**src/rtl/femto_bus_fabric.sv**
```systemverilog
// femto_bus_fabric: N-slot page-decoded interconnect for the FemtoRV32 bus with slot latch,
// busy watchdog, unmapped-access policy and sticky error capture. Optional macro: FEMTO_BUS_PERF_EN.

module femto_bus_slot #(
  parameter logic [15:0] PAGE = 16'h0000
) (
  input  logic [15:0] page,
  output logic        hit
);
  assign hit = (page == PAGE);
endmodule

module femto_bus_fabric #(
  parameter int                      N_SLOTS        = 4,
  parameter logic [N_SLOTS*16-1:0]   SLOT_PAGES     = {16'h0001, 16'h0041, 16'h0040, 16'h0000},
  parameter int                      DEFAULT_SLOT   = 0,
  parameter bit                      UNMAPPED_ERR   = 1'b0,
  parameter int                      TIMEOUT_CYCLES = 1024,
  parameter logic [31:0]             ERR_DATA       = 32'hDEAD_BEEF
) (
  input  logic                  clk,
  input  logic                  resetn,
  input  logic [31:0]           mem_addr,
  input  logic [31:0]           mem_wdata,
  input  logic [3:0]            mem_wmask,
  input  logic                  mem_rstrb,
  output logic [31:0]           mem_rdata,
  output logic                  mem_rbusy,
  output logic                  mem_wbusy,
  output logic [N_SLOTS-1:0]    s_sel,
  output logic [N_SLOTS-1:0]    s_rd,
  output logic [N_SLOTS-1:0]    s_wr,
  input  logic [N_SLOTS*32-1:0] s_rdata,
  input  logic [N_SLOTS-1:0]    s_rbusy,
  input  logic [N_SLOTS-1:0]    s_wbusy,
  input  logic                  err_clr,
  output logic                  err_flag,
  output logic [1:0]            err_cause,
  output logic [31:0]           err_addr
`ifdef FEMTO_BUS_PERF_EN
  ,
  output logic [31:0]           perf_rd_cnt,
  output logic [31:0]           perf_wr_cnt,
  output logic [15:0]           perf_to_cnt
`endif
);

  localparam int IW = (N_SLOTS > 1) ? $clog2(N_SLOTS) : 1;
  localparam int CW = $clog2(TIMEOUT_CYCLES + 1);
  localparam logic [CW-1:0] CNT_LAST = CW'(TIMEOUT_CYCLES - 1);

  typedef enum logic [1:0] {S_IDLE, S_RD, S_WR, S_DONE} state_t;

  typedef struct packed {
    logic        flag;
    logic [1:0]  cause;
    logic [31:0] addr;
  } err_t;

  state_t                    state, state_n;
  logic [IW-1:0]             cur_slot, dec_idx, idx;
  logic                      cur_rd;
  logic [31:0]               tx_addr;
  logic [CW-1:0]             cnt, cnt_n;
  logic                      unm_rd_q;
  logic [N_SLOTS-1:0]        hit;
  logic [N_SLOTS-1:0][31:0]  rdata_a;
  logic                      dec_hit, dec_valid, wr_req, rd_req, strobe, in_idle;
  logic                      unm_ev, unm_rd, to_ev, busy_cur;
  err_t                      err_q;
  logic                      unused_wdata;

  // Slaves take write data straight off the CPU bus; the fabric never looks at it.
  assign unused_wdata = ^mem_wdata;

  genvar g;
  generate
    for (g = 0; g < N_SLOTS; g++) begin : g_slot
      femto_bus_slot #(.PAGE(SLOT_PAGES[g*16 +: 16])) u_slot (
        .page (mem_addr[31:16]),
        .hit  (hit[g])
      );
    end
  endgenerate

  // Scan high to low so the lowest matching slot wins.
  always_comb begin
    dec_idx = IW'(DEFAULT_SLOT);
    dec_hit = 1'b0;
    for (int i = N_SLOTS - 1; i >= 0; i--) begin
      if (hit[i]) begin
        dec_idx = IW'(i);
        dec_hit = 1'b1;
      end
    end
  end

  assign dec_valid = dec_hit | !UNMAPPED_ERR;
  assign wr_req    = |mem_wmask;
  assign rd_req    = mem_rstrb & ~wr_req;
  assign strobe    = mem_rstrb | wr_req;
  assign in_idle   = (state == S_IDLE);

  assign s_sel = dec_valid ? (N_SLOTS'(1) << dec_idx) : '0;
  assign s_rd  = s_sel & {N_SLOTS{rd_req}};
  assign s_wr  = s_sel & {N_SLOTS{wr_req}};

  assign rdata_a  = s_rdata;
  assign idx      = in_idle ? dec_idx : cur_slot;
  assign busy_cur = (state == S_WR) ? s_wbusy[cur_slot] : s_rbusy[cur_slot];
  assign unm_ev   = in_idle & strobe & ~dec_valid;
  assign unm_rd   = in_idle & rd_req & ~dec_valid;

  always_comb begin
    state_n = state;
    cnt_n   = cnt;
    to_ev   = 1'b0;
    case (state)
      S_IDLE: begin
        cnt_n = '0;
        if (strobe && dec_valid) state_n = wr_req ? S_WR : S_RD;
      end
      S_RD, S_WR: begin
        if (!busy_cur) begin
          state_n = S_IDLE;
          cnt_n   = '0;
        end else if (cnt >= CNT_LAST) begin
          state_n = S_DONE;
          to_ev   = 1'b1;
        end else begin
          cnt_n = cnt + 1'b1;
        end
      end
      default: begin
        state_n = S_IDLE;
        cnt_n   = '0;
      end
    endcase
  end

  always_comb begin
    mem_rbusy = 1'b0;
    mem_wbusy = 1'b0;
    case (state)
      S_IDLE: begin
        mem_rbusy = dec_valid & s_rbusy[idx];
        mem_wbusy = dec_valid & s_wbusy[idx];
      end
      S_RD:    mem_rbusy = s_rbusy[idx];
      S_WR:    mem_wbusy = s_wbusy[idx];
      default: ;
    endcase
    mem_rdata = rdata_a[idx];
    // Error data covers a timed-out read and both cycles the CPU may sample an unmapped read.
    if ((state == S_DONE && cur_rd) || unm_rd || unm_rd_q) mem_rdata = ERR_DATA;
  end

  always_ff @(posedge clk or negedge resetn) begin
    if (!resetn) begin
      state    <= S_IDLE;
      cur_slot <= '0;
      cur_rd   <= 1'b0;
      tx_addr  <= '0;
      cnt      <= '0;
      unm_rd_q <= 1'b0;
    end else begin
      state    <= state_n;
      cnt      <= cnt_n;
      unm_rd_q <= unm_rd;
      if (in_idle && strobe && dec_valid) begin
        cur_slot <= dec_idx;
        cur_rd   <= ~wr_req;
        tx_addr  <= mem_addr;
      end
    end
  end

  // A new error outranks a coincident clear so nothing is lost.
  always_ff @(posedge clk or negedge resetn) begin
    if (!resetn) begin
      err_q <= '0;
    end else if (to_ev || unm_ev) begin
      if (!err_q.flag || err_clr) begin
        err_q.flag  <= 1'b1;
        err_q.cause <= {unm_ev, to_ev};
        err_q.addr  <= to_ev ? tx_addr : mem_addr;
      end else begin
        err_q.cause <= err_q.cause | {unm_ev, to_ev};
      end
    end else if (err_clr) begin
      err_q <= '0;
    end
  end

  assign err_flag  = err_q.flag;
  assign err_cause = err_q.cause;
  assign err_addr  = err_q.addr;

`ifdef FEMTO_BUS_PERF_EN
  always_ff @(posedge clk or negedge resetn) begin
    if (!resetn) begin
      perf_rd_cnt <= '0;
      perf_wr_cnt <= '0;
      perf_to_cnt <= '0;
    end else if (err_clr) begin
      perf_rd_cnt <= '0;
      perf_wr_cnt <= '0;
      perf_to_cnt <= '0;
    end else begin
      if (|s_rd) perf_rd_cnt <= perf_rd_cnt + 32'd1;
      if (|s_wr) perf_wr_cnt <= perf_wr_cnt + 32'd1;
      if (to_ev) perf_to_cnt <= perf_to_cnt + 16'd1;
    end
  end
`endif

endmodule

```
**config.mk**
```make
export PLATFORM = sky130hd
export DESIGN_NAME = femto_bus_fabric
export DESIGN_NICKNAME = d
export VERILOG_FILES = /design/src/rtl/femto_bus_fabric.sv
export SDC_FILE = /design/constraint.sdc
export NUM_CORES = 1
export LEC_CHECK = 0
export CORE_MARGIN = 4
export CORE_UTILIZATION = 35
export CTS_CLUSTER_DIAMETER = 40
export DETAILED_ROUTE_END_ITERATION = 8
export PLACE_DENSITY = 0.8
export SLEW_MARGIN = 0
export SYNTH_ARGS = -nofsm -noshare
export SYNTH_HDL_FRONTEND = slang
export SYNTH_SLANG_ARGS = --single-unit
```
**constraint.sdc**
```tcl
create_clock -name clk -period 3.6 [get_ports clk]
set_input_delay 0.9 -clock clk [delete_from_list [all_inputs] [get_ports clk]]
set_output_delay 0.9 -clock clk [all_outputs]
set_load 0.03 [all_outputs]
```
After elaboration in Yosys (flattened, before gate mapping)
Cells that the tools add are included.
{ "classes": {"add_sub_neg": 1, "magnitude_cmp": 3, "n_eq_ne": 10, "shifts": 1, "n_mux": 35, "n_bitwise": 6, "n_reduce_logical": 13} }
{ "op_table": {"columns": ["cell", "count"], "rows": [
  ["two-way mux 32 bit", 3],
  ["two-way mux 35 bit", 2],
  ["binary-select mux 32 bit (select 2 bit)", 1],
  ["two-way mux 11 bit", 3],
  ["== test 16 x 7 -> 1 bit (second input constant)", 2],
  ["two-way mux 2 bit", 10],
  ["== test 16 x 1 -> 1 bit (second input constant)", 1],
  ["logical NOT 16 bit", 1],
  ["adder 11 x 1 -> 11 bit (second input constant)", 1],
  [">= comparator 11 x 10 -> 1 bit (second input constant)", 1],
  ["two-way mux 1 bit", 11],
  ["AND 4 bit", 2],
  ["binary-select mux 1 bit (select 2 bit)", 4],
  ["< comparator 2 x 3 -> 1 bit (second input constant)", 2],
  ["!= test 3 bit (second input constant)", 2],
  ["OR reduction 2 bit", 3],
  ["== test 2 bit (second input constant)", 2],
  ["case mux 2 bit (2 select lines)", 1],
  ["AND reduction 2 bit", 2],
  ["OR reduction 4 bit", 1],
  ["left shift 1 x 2 -> 4 bit (first input constant)", 1],
  ["== test 2 x 1 -> 1 bit (second input constant)", 1],
  ["logical AND 1 bit", 2],
  ["logical NOT 2 bit", 1],
  ["other kinds (9)", 9]
]} }
{ "word_totals": {"regBits": 83, "in_bits": 208, "output_inout_bits": 81, "word_cells": 77} }

Logic depth before layout (Yosys ltp)
Gate-level depths: netlist of run 1.
{ "depth": {"ltp_word": 9, "mapped_depth": 9, "mapped_depth_nobuf": 7} }

Cells and area by module
From an unflattened synthesis of run 1, not the netlist that was laid out.
{ "unflattened": {"cells_unflattened": 359, "area_unflattened_um2": 4613.2} }
{ "modules_own_cells": {"columns": ["module", "n_inst", "cells_per_inst", "area_per_inst_um2", "seq_area_each_um2"], "rows": [
  ["femto_bus_fabric", 1, 339, 4468.0, 2052.0],
  ["femto_bus_slot at g_slot[1].u_slot ...", 2, 5, 36.3, 0.0],
  ["femto_bus_slot at g_slot[2].u_slot", 1, 5, 38.8, 0.0],
  ["femto_bus_slot at g_slot[0].u_slot", 1, 5, 33.8, 0.0]
]} }

Worst setup path after synthesis of run 1
Ideal clock, no wire load.
{ "synth_timing": {"path_kind": "input-to-output", "from": "input port mem_addr[21]", "to": "output port mem_rdata[24]", "t_arrival_ns": 2.955, "required_ns": 2.700, "path_slack_ns": -0.255, "stages": 8, "path_buffers": 3, "path_cell_list": "nor4_1 > and4_1 > buf_2 > a21o_1 > buf_2 > clkbuf_1 > a211oi_1 > a211oi_1"} }
{ "synth_via": {"elab_chain_len": 9, "elab_cells_between_ends": 12, "cone_classes": "eq/ne: 3; mux: 8; reduce/logical: 1"} }
{ "synth_lines": {"columns": ["element", "line_no", "source"], "rows": [
  ["start: declaration", "23", "input logic [31:0] mem_addr,"],
  ["== test 16 x 1 -> 1 bit", "10", "assign hit = (page == PAGE);"],
  ["two-way mux 2 bit (3 in series)", "91", "if (hit[i]) begin"],
  ["two-way mux 2 bit (*)", "91", null],
  ["two-way mux 2 bit (*)", "109", "assign idx = in_idle ? dec_idx : cur_slot;"],
  ["binary-select mux 32 bit (select 2 bit) (*)", "153", "mem_rdata = rdata_a[idx];"],
  ["two-way mux 32 bit (not written as such) (*)", "153", null],
  ["two-way mux 32 bit (*)", "155", "if ((state == S_DONE && cur_rd) || unm_rd || unm_rd_q) mem_rdata = ERR_DATA;"],
  ["end: declaration", "27", "output logic [31:0] mem_rdata,"]
]} }
Mark *: on every way between the ends. The rest lies on a longest branch, timed or not. The select of a mux whose other input is x is not followed.

Final worst setup path of run 1
{ "layout_timing": {"from": "input port mem_addr[28]", "to": "output port mem_rdata[29]"} }
The elaborated chain is that of the path after synthesis.

==> results of run 1 <==
-- layout make-up --
cell class	count	area, sq um
clock inverters	7	105
diodes	1	2.50
clock buffers	9	225
fillers	1040	4620
inverters	68	255
multi-input cells	332	3180
well taps	180	225
flip-flops and latches	82	2050
repair buffers	314	3380
-- path summary, 6_finish.rpt --
kind,to,cells after the start
worst max-delay path,mem_rdata[29],10
worst min-delay path,tx_addr[19],1
worst max register to register,err_addr[10],7
worst min register to register,tx_addr[19],1
max in group asynchronous,cnt[6],1
min in group asynchronous,err_addr[1],1
-- state kept, by name, summed over array words and instances, names as in the netlist --
name / cells
err_addr: 32
err_cause: 1
tx_addr: 32
state: 2
cur_slot: 2
err_flag: 1
cnt: 11
cur_rd: 1
-- per-stage QoR --
step,instance area (sq um),TNS [ns],util [%],setup slack (ns),power [W]
finish,9420,-0.130,67.1,-0.0395,0.00339
global route,9420,-2.08,67.1,-0.134,0.00356
CTS,9250,0,65.9,0.00336,0.00338
detailed placement,8270,-20.75,58.9,-0.556,0.00233
global placement,8270,-20.47,58.9,-0.540,0.00228
floorplan,5190,0,-,0.0154,0.00182
-- layout by cell type (no fill, tap or decap), types with 3 or more instances in the layout --
cell type        netlist  routed
a211oi_4               0      11
mux2_2                 7       7
nor4_4                 0       3
buf_2                  9       5
buf_8                  0       4
buf_6                  4      16
nor2_2                 0       4
a22o_1                32      32
ha_1                   6       6
nor3_1                 3       3
clkdlybuf4s50_1        0     192
mux2i_2                0       4
mux2i_1               14       8
a211oi_2               1      61
xnor2_1                5       5
a21oi_1                5       5
nand3_1                4       4
dfrtp_1               82      82
nand2_1               11      11
nor4_1                 7       4
nor2_1                29      25
o21ai_0                4       4
inv_1                 67      67
buf_12                 0      22
mux2_1                28      28
o21ai_1               25       6
dlygate4sd2_1          0       5
inv_6                  0       3
clkbuf_16              0      11
o21ai_2                1      19
buf_4                  6      57
a211oi_1             122      51
buf_16                 0       7
-- per-layer routing --
metal / wire length (um) / track usage, %
met5: 13 / 0
met4: 753 / 6.43
met3: 1400 / 6.19
met2: 11000 / 43.2
met1: 7830 / 28.1
-- critical path, stage by stage --
cell	delay [ns]
buf_2	0.12
nor4_4	0.27
buf_4	0.16
and4_4	0.27
buf_12	0.12
a31oi_4	0.11
buf_8	0.19
buf_4	0.15
a211oi_2	0.25
buf_4	0.20
-- logic make-up (layout without fill, tap and decap cells) --
group                    after synthesis  after routing  synth area share, %
AO/OA/AOI/OAI                        203            203                 29.6
buffers and inverters                120            398                 10.1
flip-flops                            82             82                 40.5
AND/OR/NAND/NOR                       65             65                 5.97
multiplexers                          50             50                 11.0
XOR/XNOR                               7              7                 1.21
adder cells (fa/ha/maj)                6              6                 1.48
other                                  1              2               0.0740
-- power by group through the flow --
stage	clock network, W	registers (W)	logic, W
after floorplan	0	0.00122	0.000596
after global placement	0	0.00124	0.00104
after detailed placement	0	0.00126	0.00107
after CTS	0.00102	0.00125	0.00111
after global routing	0.00106	0.00127	0.00123
final	0.00101	0.00125	0.00113
-- repair_timing --
| item | CTS | global route |
|---|---|---|
| endpoints found under the setup margin | 46 | 38 |
| cloned | 6 | 2 |
| resized for setup | 145 | 34 |
| pin swaps | 27 | 6 |
| buffers inserted | 7 | 0 |
==> impl_metrics.env, run 1 <==
export IMPL_status="complete, but fails checks"
export IMPL_violations="setup timing"
export IMPL_via_per_inst=5.58
export IMPL_internal_power_w=0.00233
export IMPL_antenna_found_initial=1
export IMPL_clock_fmax_mhz=275
export IMPL_placed_cells=963
export IMPL_skew_ns=0.00813
export IMPL_finalHoldViolCount=0
export IMPL_pin_count=289
export IMPL_netlist_top_cells_area="dfrtp_1, a211oi_1, mux2_1"
export IMPL_cap_violations=0
export IMPL_power_density_nw_per_um2=360
export IMPL_initial_core_util_pct=36.1
export IMPL_grt_setup_unrepaired="yes"
export IMPL_rows=43
export IMPL_max_clock_path_buffers=2
export IMPL_power_frac_seq_pct=36.9
export IMPL_synth_distinct_cells=50
export IMPL_ys_async_sr_fraction_pct=100
export IMPL_synth_top_flop_cell="dfrtp_1"
export IMPL_slew_violations=0
export IMPL_insertion_delay_ns=0.33
export IMPL_cp_max_fo=13
export IMPL_dieArea_sq_um=16500
export IMPL_crit_arrival_ns=2.74
export IMPL_synth_edf_count=0
export IMPL_drive_above_1_share_pct=31.4
export IMPL_crit_start="mem_addr[28]"
export IMPL_r2r_slack_ns=1.09
export IMPL_design_core_area_sq_um=14000
export IMPL_drt_wirelength_per_cell_um=21.2
export IMPL_cts_root_buf="clkbuf_16"
export IMPL_grt_ovfl_total=0
export IMPL_slew_headroom_pct=33.9
export IMPL_synth_largest_area_cell="dfrtp_1"
export IMPL_cp_start_kind="primary input"
export IMPL_irDropWorstVdd_v=0.000372
export IMPL_synth_nets=748
export IMPL_setup_slack_ns=-0.0395
export IMPL_netlist_top_cells_count="a211oi_1, dfrtp_1, inv_1"
export IMPL_ant_nets=0
export IMPL_hp_class="flop to flop"
export IMPL_p_switching_w=0.00107
export IMPL_synth_warnings=0
export IMPL_comb_power_share_pct=33.3
export IMPL_clkTransAtPathRegs_ns=0.07
export IMPL_die_h_um=128
export IMPL_finalCriticalPeriod_ns=3.64
export IMPL_min_period_over_period_pct=101
export IMPL_required_ns=2.70
export IMPL_fp_dieW_um=128
export IMPL_htreeDepth=3
export IMPL_place_congestion=0.958
export IMPL_p_leak_nw=3.82
export IMPL_remaining_drc_errors=0
export IMPL_dp_hpwl_mm=14.1
export IMPL_cts_tree="built"
export IMPL_holdBufCountCts=0
export IMPL_synth_seq_cells=82
export IMPL_synthToLayoutAreaGrowth_pct=85.8
export IMPL_layout_nets=1021
export IMPL_synth_most_common_cell="a211oi_1"
export IMPL_worst_setup_path_type="primary input to primary output"
export IMPL_synth_top_area_share_pct=40.5
export IMPL_ys_seq_area_share_pct=40.5
export IMPL_grt_pass1_wl_mm=31.7
export IMPL_swShare_pct=31.4
export IMPL_hold_start="tx_addr[19]"
export IMPL_worstMarginPinSlew_ns=0.991
export IMPL_clock_sinks=82
export IMPL_dr_pass1_iters=5
export IMPL_syn_area_sq_um=5070
export IMPL_endpoint_kind="primary output"
export IMPL_syn_inst=534
export IMPL_setup_viol=8
export IMPL_syn_area_per_cell_sq_um=9.49
export IMPL_drt_initial_drc_count=376
export IMPL_grt_util_all_layers_pct=23.9
export IMPL_reg2reg_from="state[0]"
export IMPL_clkPwrFrac_pct=29.8
export IMPL_whs_ns=0.494
export IMPL_grt_pass1_vias=5919
export IMPL_grt_max_degree=83
export IMPL_port_buffers=255
export IMPL_vias=5540
export IMPL_fin_cells=993
export IMPL_numCtsBuffers=9
export IMPL_routed_wl_mm=21.0
(Power assumes the default switching activity.)
==> run 2, diff against run 1 <==
- SETUP_SLACK_MARGIN: default -> 0.4
==> run 2 against run 1 <==
The run still ends with setup timing left. Utilization increased by 2.9 points. Highest routed layer is now met4. Sequential share of layout area is 0.91 points lower. Critical path depth stayed put. Largest power group unchanged.
==> impl_metrics.env, run 2 (synthesized netlist as in run 1, its figures left out) <==
export IMPL_pin_count=289
export IMPL_cp_endpoint="mem_rdata[14]"
export IMPL_remaining_drc_errors=0
export IMPL_crit_start="mem_addr[25]"
export IMPL_max_clock_path_buffers=2
export IMPL_drive_above_1_share_pct=37.2
export IMPL_cp_start_kind="primary input"
export IMPL_violations="setup timing"
export IMPL_reg2reg_from="state[0]"
export IMPL_p_leak_nw=3.99
export IMPL_fin_total_pwr_w=0.00332
export IMPL_endpoint_kind="primary output"
export IMPL_cts_tree="built"
export IMPL_htreeDepth=3
export IMPL_rr_worst_depth=7
export IMPL_dieArea_sq_um=16500
export IMPL_cts_root_buf="clkbuf_16"
export IMPL_post_place_ws_ns=-0.437
export IMPL_port_buffers=255
export IMPL_grt_pass1_vias=6301
export IMPL_skew_ns=0.0119
export IMPL_hp_class="flop to flop"
export IMPL_status="complete, but fails checks"
export IMPL_drt_wirelength_per_cell_um=22.4
export IMPL_setup_tns_ns=-1.22
export IMPL_multi_input_area_sq_um=3450
export IMPL_dr_pass1_iters=5
export IMPL_drt_initial_drc_count=425
export IMPL_setup_viol=29
export IMPL_place_congestion=0.940
export IMPL_ant_nets=0
export IMPL_setup_slack_ns=-0.108
export IMPL_slew_violations=0
export IMPL_initial_core_util_pct=36.1
export IMPL_grt_setup_unrepaired="yes"
export IMPL_final_cell_mix="clkdlybuf4s50_1, dfrtp_1, a211oi_2, inv_1, buf_4"
export IMPL_design_core_area_sq_um=14000
export IMPL_crit_arrival_ns=2.81
export IMPL_worst_setup_path_type="primary input to primary output"
export IMPL_min_period_over_period_pct=103
export IMPL_holdBufCountCts=0
export IMPL_worstMarginPinSlew_ns=1.02
export IMPL_utilization_pct=70.0
export IMPL_grt_ovfl_total=0
export IMPL_cp_max_fo=9
export IMPL_irDropWorstVdd_v=0.000346
export IMPL_clkTransAtPathRegs_ns=0.06
export IMPL_grt_util_all_layers_pct=25.6
export IMPL_r2r_slack_ns=0.94
export IMPL_finalCriticalPeriod_ns=3.71
export IMPL_nFillCells=882
export IMPL_register_area_sq_um=2050
export IMPL_die_h_um=128
export IMPL_clock_sinks=82
export IMPL_fp_dieW_um=128
export IMPL_finalHoldViolCount=0
export IMPL_via_per_inst=5.75
export IMPL_power_density_nw_per_um2=338
export IMPL_insertion_delay_ns=0.34
export IMPL_rows=43
export IMPL_vias=5803
export IMPL_synthToLayoutAreaGrowth_pct=93.9
export IMPL_layout_nets=1036
export IMPL_cap_violations=0
export IMPL_numCtsBuffers=9
export IMPL_clock_fmax_mhz=270
export IMPL_dp_hpwl_mm=14.5
export IMPL_slew_headroom_pct=32.1
export IMPL_antenna_found_initial=3
export IMPL_final_common_cell="clkdlybuf4s50_1"
export IMPL_grt_pass1_wl_mm=33.7
export IMPL_routed_wl_mm=22.7
export IMPL_r2r_end="state[0]"
export IMPL_required_ns=2.70
export IMPL_grt_max_degree=83
run 2: cell types whose count changed in the layout (fill, tap and decap cells not counted), sizes merged:
cell	delta
buf	+16
clkdlybuf4s50	-3
bufinv	-2
clkdlybuf4s15	+2
clkinv	+2
diode	+2
bufbuf	+1
clkbuf	-1
dlygate4sd2	+1
inv	-1
run 2: metrics by stage:
step	instances	hold WS, ns	cell area (sq um)
finish	1010	0.493	9830
global route	1010	0.513	9830
CTS	1005	0.496	9610
detailed placement	971	0.480	8430
global placement	971	0.472	8430
floorplan	534	0.460	5450
run 2: how the worst min path moves through the flow:
stage / start / cells after the start / endpoint / slack, ns
after floorplan: tx_addr[24] / 1 / err_addr[24] / 0.46
after global placement: tx_addr[2] / 1 / err_addr[2] / 0.47
after detailed placement: tx_addr[31] / 1 / err_addr[31] / 0.48
after CTS: tx_addr[25] / 1 / tx_addr[25] / 0.50
after global routing: tx_addr[17] / 1 / tx_addr[17] / 0.51
final: tx_addr[25] / 1 / tx_addr[25] / 0.49
run 2: critical path, cell delays in order:
cell,delay [ns]
clkdlybuf4s15_1,0.23
nor4_4,0.24
and4_4,0.34
buf_6,0.12
a31oi_4,0.14
buf_12,0.21
a211oi_2,0.25
buf_4,0.17
a211oi_4,0.03
buf_4,0.18
run 2: cell type report:
type                            count  share of cell area (%)
Timing Repair Buffer              329                    36.2
Clock buffer                       10                    2.43
Clock inverter                      6                   0.484
Sequential cell                    82                    20.9
Tap cell                          180                    2.29
Inverter                           68                    2.60
Antenna cell                        3                  0.0764
Multi-Input combinational cell    332                    35.1
run 2: timing repair:
action                                 CTS  global route
gates cloned                             7             1
gates resized for setup                207            41
pin swaps                               43            16
setup buffers                           11             1
setup endpoints to repair               46            44
endpoints found under the hold margin    0             0
run 2: per-layer routing:
layer | up-vias | wire, um | global-route usage, %
met1 | 2873 | 8040 | 28.9
li1 | 2527 | - | -
met4 | 0 | 1140 | 11.9
met2 | 318 | 11600 | 44.7
met3 | 85 | 1930 | 7.43
met5 | - | 0 | 0
run 2: power breakdown:
part	switching [W]	total, W	internal [W]
Sequential	0.000129	0.00126	0.00113
Clock	0.000388	0.000881	0.000494
Combinational	0.000592	0.00118	0.000588
Total	0.00111	0.00332	0.00221
